## src/rtl/fir_out_capture.sv

```systemverilog
// Output capture for the 4-tap FP FIR: tracks sample validity across the FIR latency, drops
// priming results, buffers real ones in a FIFO. Define FIR_CAP_NAN_FLAG_EN to add NaN tagging.
module fir_out_capture #(
  parameter int BITS        = 32,
  parameter int LATENCY     = 20,
  parameter int PRIME_COUNT = 18,
  parameter int DEPTH       = 8,
  parameter int ADDR_W      = 3
) (
  input  logic              clock,
  input  logic              reset,
  input  logic              in_valid,
  input  logic [BITS-1:0]   fir_out,
  output logic [BITS-1:0]   out_data,
  output logic              out_valid,
  input  logic              out_ready,
  output logic [ADDR_W:0]   count,
  output logic              overflow,
  output logic              primed
`ifdef FIR_CAP_NAN_FLAG_EN
  ,
  output logic              out_nan,
  output logic              nan_seen
`endif
);

`ifdef FIR_CAP_NAN_FLAG_EN
  localparam int ENTRY_W = BITS + 1;
`else
  localparam int ENTRY_W = BITS;
`endif
  localparam int PCW = (PRIME_COUNT > 1) ? $clog2(PRIME_COUNT) : 1;
  localparam logic [PCW-1:0] PRIME_LAST = PCW'((PRIME_COUNT > 0) ? PRIME_COUNT - 1 : 0);
  localparam logic [ADDR_W:0] FULL_CNT = (ADDR_W+1)'(DEPTH);

  typedef enum logic {PRIME, RUN} state_t;

  state_t               state, state_nxt;
  logic [PCW-1:0]       prime_cnt, prime_cnt_nxt;
  logic [LATENCY-1:0]   vld_p;
  logic                 tail_valid, push_req, push, pop;
  logic [ENTRY_W-1:0]   mem [DEPTH];
  logic [ENTRY_W-1:0]   entry, head;
  logic [ADDR_W-1:0]    wr_ptr, rd_ptr;

`ifdef FIR_CAP_NAN_FLAG_EN
  function automatic logic is_nan(input logic [BITS-1:0] v);
    return (v[30:23] == 8'hFF) && (v[22:0] != 23'd0);
  endfunction
`endif

  // Stage: valid shadow of the FIR pipeline; tail lines up with fir_out
  always_ff @(posedge clock) begin
    if (reset) begin
      vld_p <= '0;
    end else begin
      vld_p[0] <= in_valid;
      for (int i = 1; i < LATENCY; i++) vld_p[i] <= vld_p[i-1];
    end
  end

  assign tail_valid = vld_p[LATENCY-1];

  always_ff @(posedge clock) begin
    if (reset) begin
      if (PRIME_COUNT == 0) state <= RUN;
      else                  state <= PRIME;
      prime_cnt <= '0;
    end else begin
      state     <= state_nxt;
      prime_cnt <= prime_cnt_nxt;
    end
  end

  always_comb begin
    state_nxt     = state;
    prime_cnt_nxt = prime_cnt;
    push_req      = 1'b0;
    case (state)
      PRIME: begin
        if (tail_valid) begin
          prime_cnt_nxt = prime_cnt + PCW'(1);
          if (prime_cnt == PRIME_LAST) state_nxt = RUN;
        end
      end
      RUN:     push_req = tail_valid;
      default: state_nxt = PRIME;
    endcase
  end

  assign primed = (state == RUN);

  // A full FIFO still accepts a push when the head leaves in the same cycle
  assign pop  = out_valid && out_ready;
  assign push = push_req && ((count != FULL_CNT) || pop);

`ifdef FIR_CAP_NAN_FLAG_EN
  assign entry = {is_nan(fir_out), fir_out};
`else
  assign entry = fir_out;
`endif

  // Stage: FIFO control
  always_ff @(posedge clock) begin
    if (reset) begin
      wr_ptr   <= '0;
      rd_ptr   <= '0;
      count    <= '0;
      overflow <= 1'b0;
    end else begin
      if (push) wr_ptr <= wr_ptr + ADDR_W'(1);
      if (pop)  rd_ptr <= rd_ptr + ADDR_W'(1);
      case ({push, pop})
        2'b10:   count <= count + (ADDR_W+1)'(1);
        2'b01:   count <= count - (ADDR_W+1)'(1);
        default: ;
      endcase
      if (push_req && !push) overflow <= 1'b1;
    end
  end

  // Stage: FIFO storage, not reset; emptiness is tracked by the control state
  always_ff @(posedge clock) begin
    if (push) mem[wr_ptr] <= entry;
  end

  assign head      = mem[rd_ptr];
  assign out_valid = (count != '0);
  assign out_data  = out_valid ? head[BITS-1:0] : '0;

`ifdef FIR_CAP_NAN_FLAG_EN
  assign out_nan = out_valid && head[BITS];

  always_ff @(posedge clock) begin
    if (reset)                         nan_seen <= 1'b0;
    else if (push && is_nan(fir_out))  nan_seen <= 1'b1;
  end
`endif

endmodule

```

## config.mk

```make
export PLATFORM = sky130hd
export DESIGN_NAME = fir_out_capture
export DESIGN_NICKNAME = d
export VERILOG_FILES = /design/src/rtl/fir_out_capture.sv
export SDC_FILE = /design/constraint.sdc
export NUM_CORES = 1
export LEC_CHECK = 0
export BUFFER_PORTS_ARGS = -buffer_cell sky130_fd_sc_hd__buf_2
export CORE_ASPECT_RATIO = 0.8
export CORE_MARGIN = 3
export CORE_UTILIZATION = 35
export DETAILED_ROUTE_END_ITERATION = 8
export HOLD_SLACK_MARGIN = 0.1
export PLACE_DENSITY_LB_ADDON = 0.05
export SYNTH_ARGS = -nofsm -noshare
export SYNTH_HDL_FRONTEND = slang
export SYNTH_SLANG_ARGS = --single-unit
```

## constraint.sdc

```tcl
create_clock -name clock -period 4.1 [get_ports clock]
set_clock_uncertainty 0.1 [all_clocks]
set_input_delay 0.205 -clock clock [delete_from_list [all_inputs] [get_ports clock]]
set_output_delay 0.205 -clock clock [all_outputs]
set_load 0.01 [all_outputs]
```

# Word level (Yosys, flattened, before mapping)
# Memory sizes are Yosys's and may differ from the RTL's. A register that Yosys moved wholly into a read port is not among the register bits.
# Cells that the tools add are included.
dict set report word_totals {
  register_bits 37
  inputBits 36
  out_inout_bits 39
  elab_cells 36
  ramBits 256
  n_memories 1
}
# memory depth width read_ports rd_clocked_by_memory_dff wr line_no
set mem_list {}
lappend mem_list {mem 8 32 1 1 1 42} ;# logic [ENTRY_W-1:0] mem [DEPTH];
dict set report op_classes {
  bitwise_logic 1
  n_mux 10
  eq_ne 4
  reduce_logical 8
  n_addsub 5
}
# operator n
set op_table {}
lappend op_table {{32-bit two-way mux} 1}
lappend op_table {{4-bit case mux with 2 select lines} 1}
lappend op_table {{3-bit by 1-bit adder with 3-bit output, second input constant} 2}
lappend op_table {{1-bit two-way mux} 6}
lappend op_table {{3-bit two-way mux} 2}
lappend op_table {{5-bit by 1-bit adder with 5-bit output, second input constant} 1}
lappend op_table {{5-bit == test, second input constant} 1}
lappend op_table {{4-bit by 1-bit adder with 4-bit output, second input constant} 1}
lappend op_table {{4-bit != test, second input constant} 1}
lappend op_table {{4-bit nonzero test} 1}
lappend op_table {{4-bit by 1-bit subtractor with 4-bit output, second input constant} 1}
lappend op_table {{1-bit logical AND} 3}
lappend op_table {{2-bit by 1-bit == test with 1-bit output, second input constant} 1}
lappend op_table {{2-bit == test, second input constant} 1}
lappend op_table {{2-bit AND reduction} 1}
lappend op_table {{2-bit nonzero test} 1}
lappend op_table {{1-bit zero test} 1}
lappend op_table {{1-bit logical OR} 1}
lappend op_table {{1-bit NOT} 1}

# Logic depth before layout (Yosys ltp)
dict set report logic_depth {
  word_depth 6
  mapped_depth 10
  ltp_nobuf 9
}

# Worst setup path before layout
# No wires, ideal clock.
dict set report synth_timing {
  path_kind {reg-to-reg}
  start {reg count[1]}
  end {mem mem[0][0] (netlist bit), enable pin}
  t_arrival_ns 3.324
  required_ns 3.539
  path_buffers 0
  path_slack_ns 0.215
  setup_ns 0.461
  stages_incl_launch_ff 5
  period_less_slack_ns 3.885
  path_cell_list {dfxtp_1 -> nor3_2 -> a31oi_1 -> nand2b_1 -> nor3_1}
}
dict set report synth_between {
  elab_chain_cells 6
  word_cells_on_any_way 7
  classes_between {eq/ne: 1; mux: 2; reduce/logical: 4}
}
# item line_no
set synth_lines {}
lappend synth_lines {{start, declared} 17} ;# output logic [ADDR_W:0] count,
lappend synth_lines {{start signal, assigned} 114} ;# 2'b10: count <= count + (ADDR_W+1)'(1);
lappend synth_lines {{start signal, assigned} 115} ;# 2'b01: count <= count - (ADDR_W+1)'(1);
lappend synth_lines {{4-bit nonzero test} 128} ;# assign out_valid = (count != '0);
lappend synth_lines {{1-bit logical AND} 94} ;# assign pop = out_valid && out_ready;
lappend synth_lines {{1-bit logical OR *} 95} ;# assign push = push_req && ((count != FULL_CNT) || pop);
lappend synth_lines {{1-bit logical AND *} 95}
lappend synth_lines {{1-bit two-way mux *} 124} ;# if (push) mem[wr_ptr] <= entry;
lappend synth_lines {{1-bit two-way mux (implied by the code) *} 124}
lappend synth_lines {{end, declared} 42}
# Mark *: on every way between the ends. The rest lies on a longest branch, timed or not.

# Final worst setup path
dict set report layout_timing {
  start {reg state (netlist: primed)}
  end {mem mem[3][30] (netlist bit), enable pin}
}
dict set report layout_between {
  elab_chain_cells 4
}
# item line_no
set layout_lines {}
lappend layout_lines {{start, declared} 38} ;# state_t state, state_nxt;
lappend layout_lines {{start signal, assigned} 70} ;# state <= state_nxt;
lappend layout_lines {{1-bit two-way mux} 79} ;# case (state)
lappend layout_lines {{1-bit logical AND} 95}
lappend layout_lines {{1-bit two-way mux} 124}
lappend layout_lines {{1-bit two-way mux (implied by the code)} 124}
# Every way passes these cells.

==> results.ini <==
[timing]
tns_ps = 0
rsz0062_at_grt = no
maxSlewHeadroom = 0.319
hold_viol = 0
max_freq_ghz = 0.337
setup_viol = 0
period_minus_slack_ps = 2970
worst_pin_slew_ps = 1020
post-route-period-util = 0.724
drv_slew = 0

[die]
die_y_um = 167
initial_core_util = 0.359
core.rowCount = 58
io_pins = 75
die_w_um = 208
die_area_mm2 = 0.0348
core_mm2 = 0.0318

[synth]
synth_edf_count = 256
ys_seq_area_frac = 0.745
syn_nets = 622
yosysWarningCount = 0
synth_cells = 579
ys_ff_latch = 296
synth_area_mm2 = 0.0114
synth_ff_type = edfxtp_1
synthArstFlopShare = 0
synth_cell_type_count = 44
syn_area_per_cell_um2 = 19.7

[place]
io_buffers = 74
place.gp.congestion = 0.710
hpwl_um = 13400
placedCellCount = 1057

[clock_network]
cts.clk_slew.worst_paths_ps = 50
cts_root_buf = clkbuf_16
cts.path.max_buffers = 3
cts_buffers = 34
insertion_delay_ps = 490
htreeDepth = 2
cts_num_sinks = 296
cts_tree = done
cts_resized = 0

[critical_path]
path_cells = nand2_1 -> a31oi_1 -> nand2_1 -> nor2_4 -> buf_4
cp.required_ps = 4180
startpoint_type = flop
crit_family = simple AND/OR/NAND/NOR gates
critical_path.slowest_cell = nor2_4
critPathKind = flop to flop
crit_top_cell = nand2_1
worstPathArrival_ps = 3050
crit_buf_inv = 1
critPathCaptureType = flop
worstPathMaxFanout = 18
cpPeakStageDelay_ps = 690

[final_layout]
fin_cells = 1149
final_common_cell = edfxtp_1
syn2layout_area_growth_pct = 19.6
final_cell_mix = edfxtp_1, buf_2, mux4_2, nor2_1, dfxtp_1
final_layout_size_suffix_gt1_frac = 0.295
multiInputGateArea_mm2 = 0.00274
nets = 750
seq_area_mm2 = 0.00850
final_core_util = 0.429
fillerInstances = 2839
n_antenna_cell = 0

[global_routing]
overflow = 0
grt_pass1_vias = 6036
grt_max_degree = 65
grt_usage = 0.133
antenna_found_initial = 0
grt_pass1_wl_um = 35800

[route]
drtIter0Drc = 214
wl_per_cell_um = 19.9
drt-vias-per-instance = 4.85
wirelength_um = 22800
drc = 0
dr_total_vias = 5569
wl_met2_um = 10900
wl_met3_um = 965
wirelength_met1_um = 10600
firstDrtPassIters = 4
top_layer = met4
postRouteAntennaNets = 0

[min_path]
hp-class = input port to flop

[status]
status = completed

[pwr]
ir_drop_uv = 301
power.leakage_uw = 0.00442
p_per_area_mw_per_mm2 = 562

[job]
drv_cap = 0

[final timing paths]
check	from	end	slack (ps)	depth (start not counted)
max	primed	mem[3][30]	1130	5
min	reset	prime_cnt[2]	180	2
max reg2reg	primed	mem[3][30]	1130	5
min reg2reg	vld_p[18]	vld_p[19]	330	1
[cell families after synthesis]
group / Yosys count / share of synthesized area
buf+inv: 37 / 0.0198
mux: 98 / 0.156
fa+ha+maj: 7 / 0.00834
flops: 296 / 0.745
simple gates: 105 / 0.0463
xor+xnor: 9 / 0.00691
compound gates: 27 / 0.0177
[metal layers]
| metal | up-vias | track usage |
|---|---|---|
| li1 | 2557 | - |
| met2 | 114 | 0.217 |
| met1 | 2865 | 0.185 |
| met5 | - | 0 |
| met3 | 33 | 0.0255 |
| met4 | 0 | 0.0322 |
[timing repair]
action	CTS	global route
setup buffers	0	0
endpoints found under the hold margin	260	0
hold buffers	34	0
[flip-flops by register name, indices dropped and copies added (netlist names), named ones only]
signal,cells
rd_ptr,3
primed,1
wr_ptr,3
overflow,1
count,4
prime_cnt,5
mem,256
vld_p,20
[cells in the mapped netlist (2+ instances only)]
master    count  share of area
nand3_1       4         0.0018
dfxtp_1      40          0.070
a211oi_1      2         0.0013
clkbuf_1      8         0.0026
o21ai_0       2        0.00088
nor3_1        2        0.00088
nand2b_1      5         0.0027
edfxtp_1    256           0.67
buf_6         9         0.0089
xnor2_1       4         0.0031
mux4_2       64           0.13
a21oi_1      10         0.0044
ha_1          6         0.0066
a211o_1       2         0.0015
xor2_1        5         0.0038
nand2_1       7         0.0023
a31oi_1       2         0.0011
nor2b_1      22          0.012
inv_1         6         0.0020
mux2i_1      34          0.030
nor2_1       53          0.017
buf_2        12         0.0053
nand4_1       3         0.0016
[final cells by class]
type / instances / share of cell area
repair buffers: 122 / 0.0617
clock buffers: 42 / 0.0662
inverters: 7 / 0.00193
clock inverters: 16 / 0.00752
flip-flops and latches: 296 / 0.623
well taps: 420 / 0.0385
multi-input cells: 246 / 0.201
[per-stage QoR]
step / setup WS (ps) / hold slack, ps / total power [uW] / instance area, um^2
finish: 1130 / 176 / 7670 / 13600
CTS: 1040 / 167 / 7820 / 13600
global route: 929 / 199 / 8050 / 13600
global placement: 1110 / 319 / 5020 / 12300
floorplan: 215 / 204 / 4550 / 11400
detailed placement: 1050 / 321 / 5020 / 12300
[where the power goes]
part / internal [uW] / switching (uW) / leakage, uW / total, uW
Sequential: 3300 / 179 / 0.00263 / 3480
Combinational: 732 / 726 / 0.00130 / 1460
Clock: 1620 / 1110 / 0.000501 / 2730
Power figures use the tool's default switching activity.
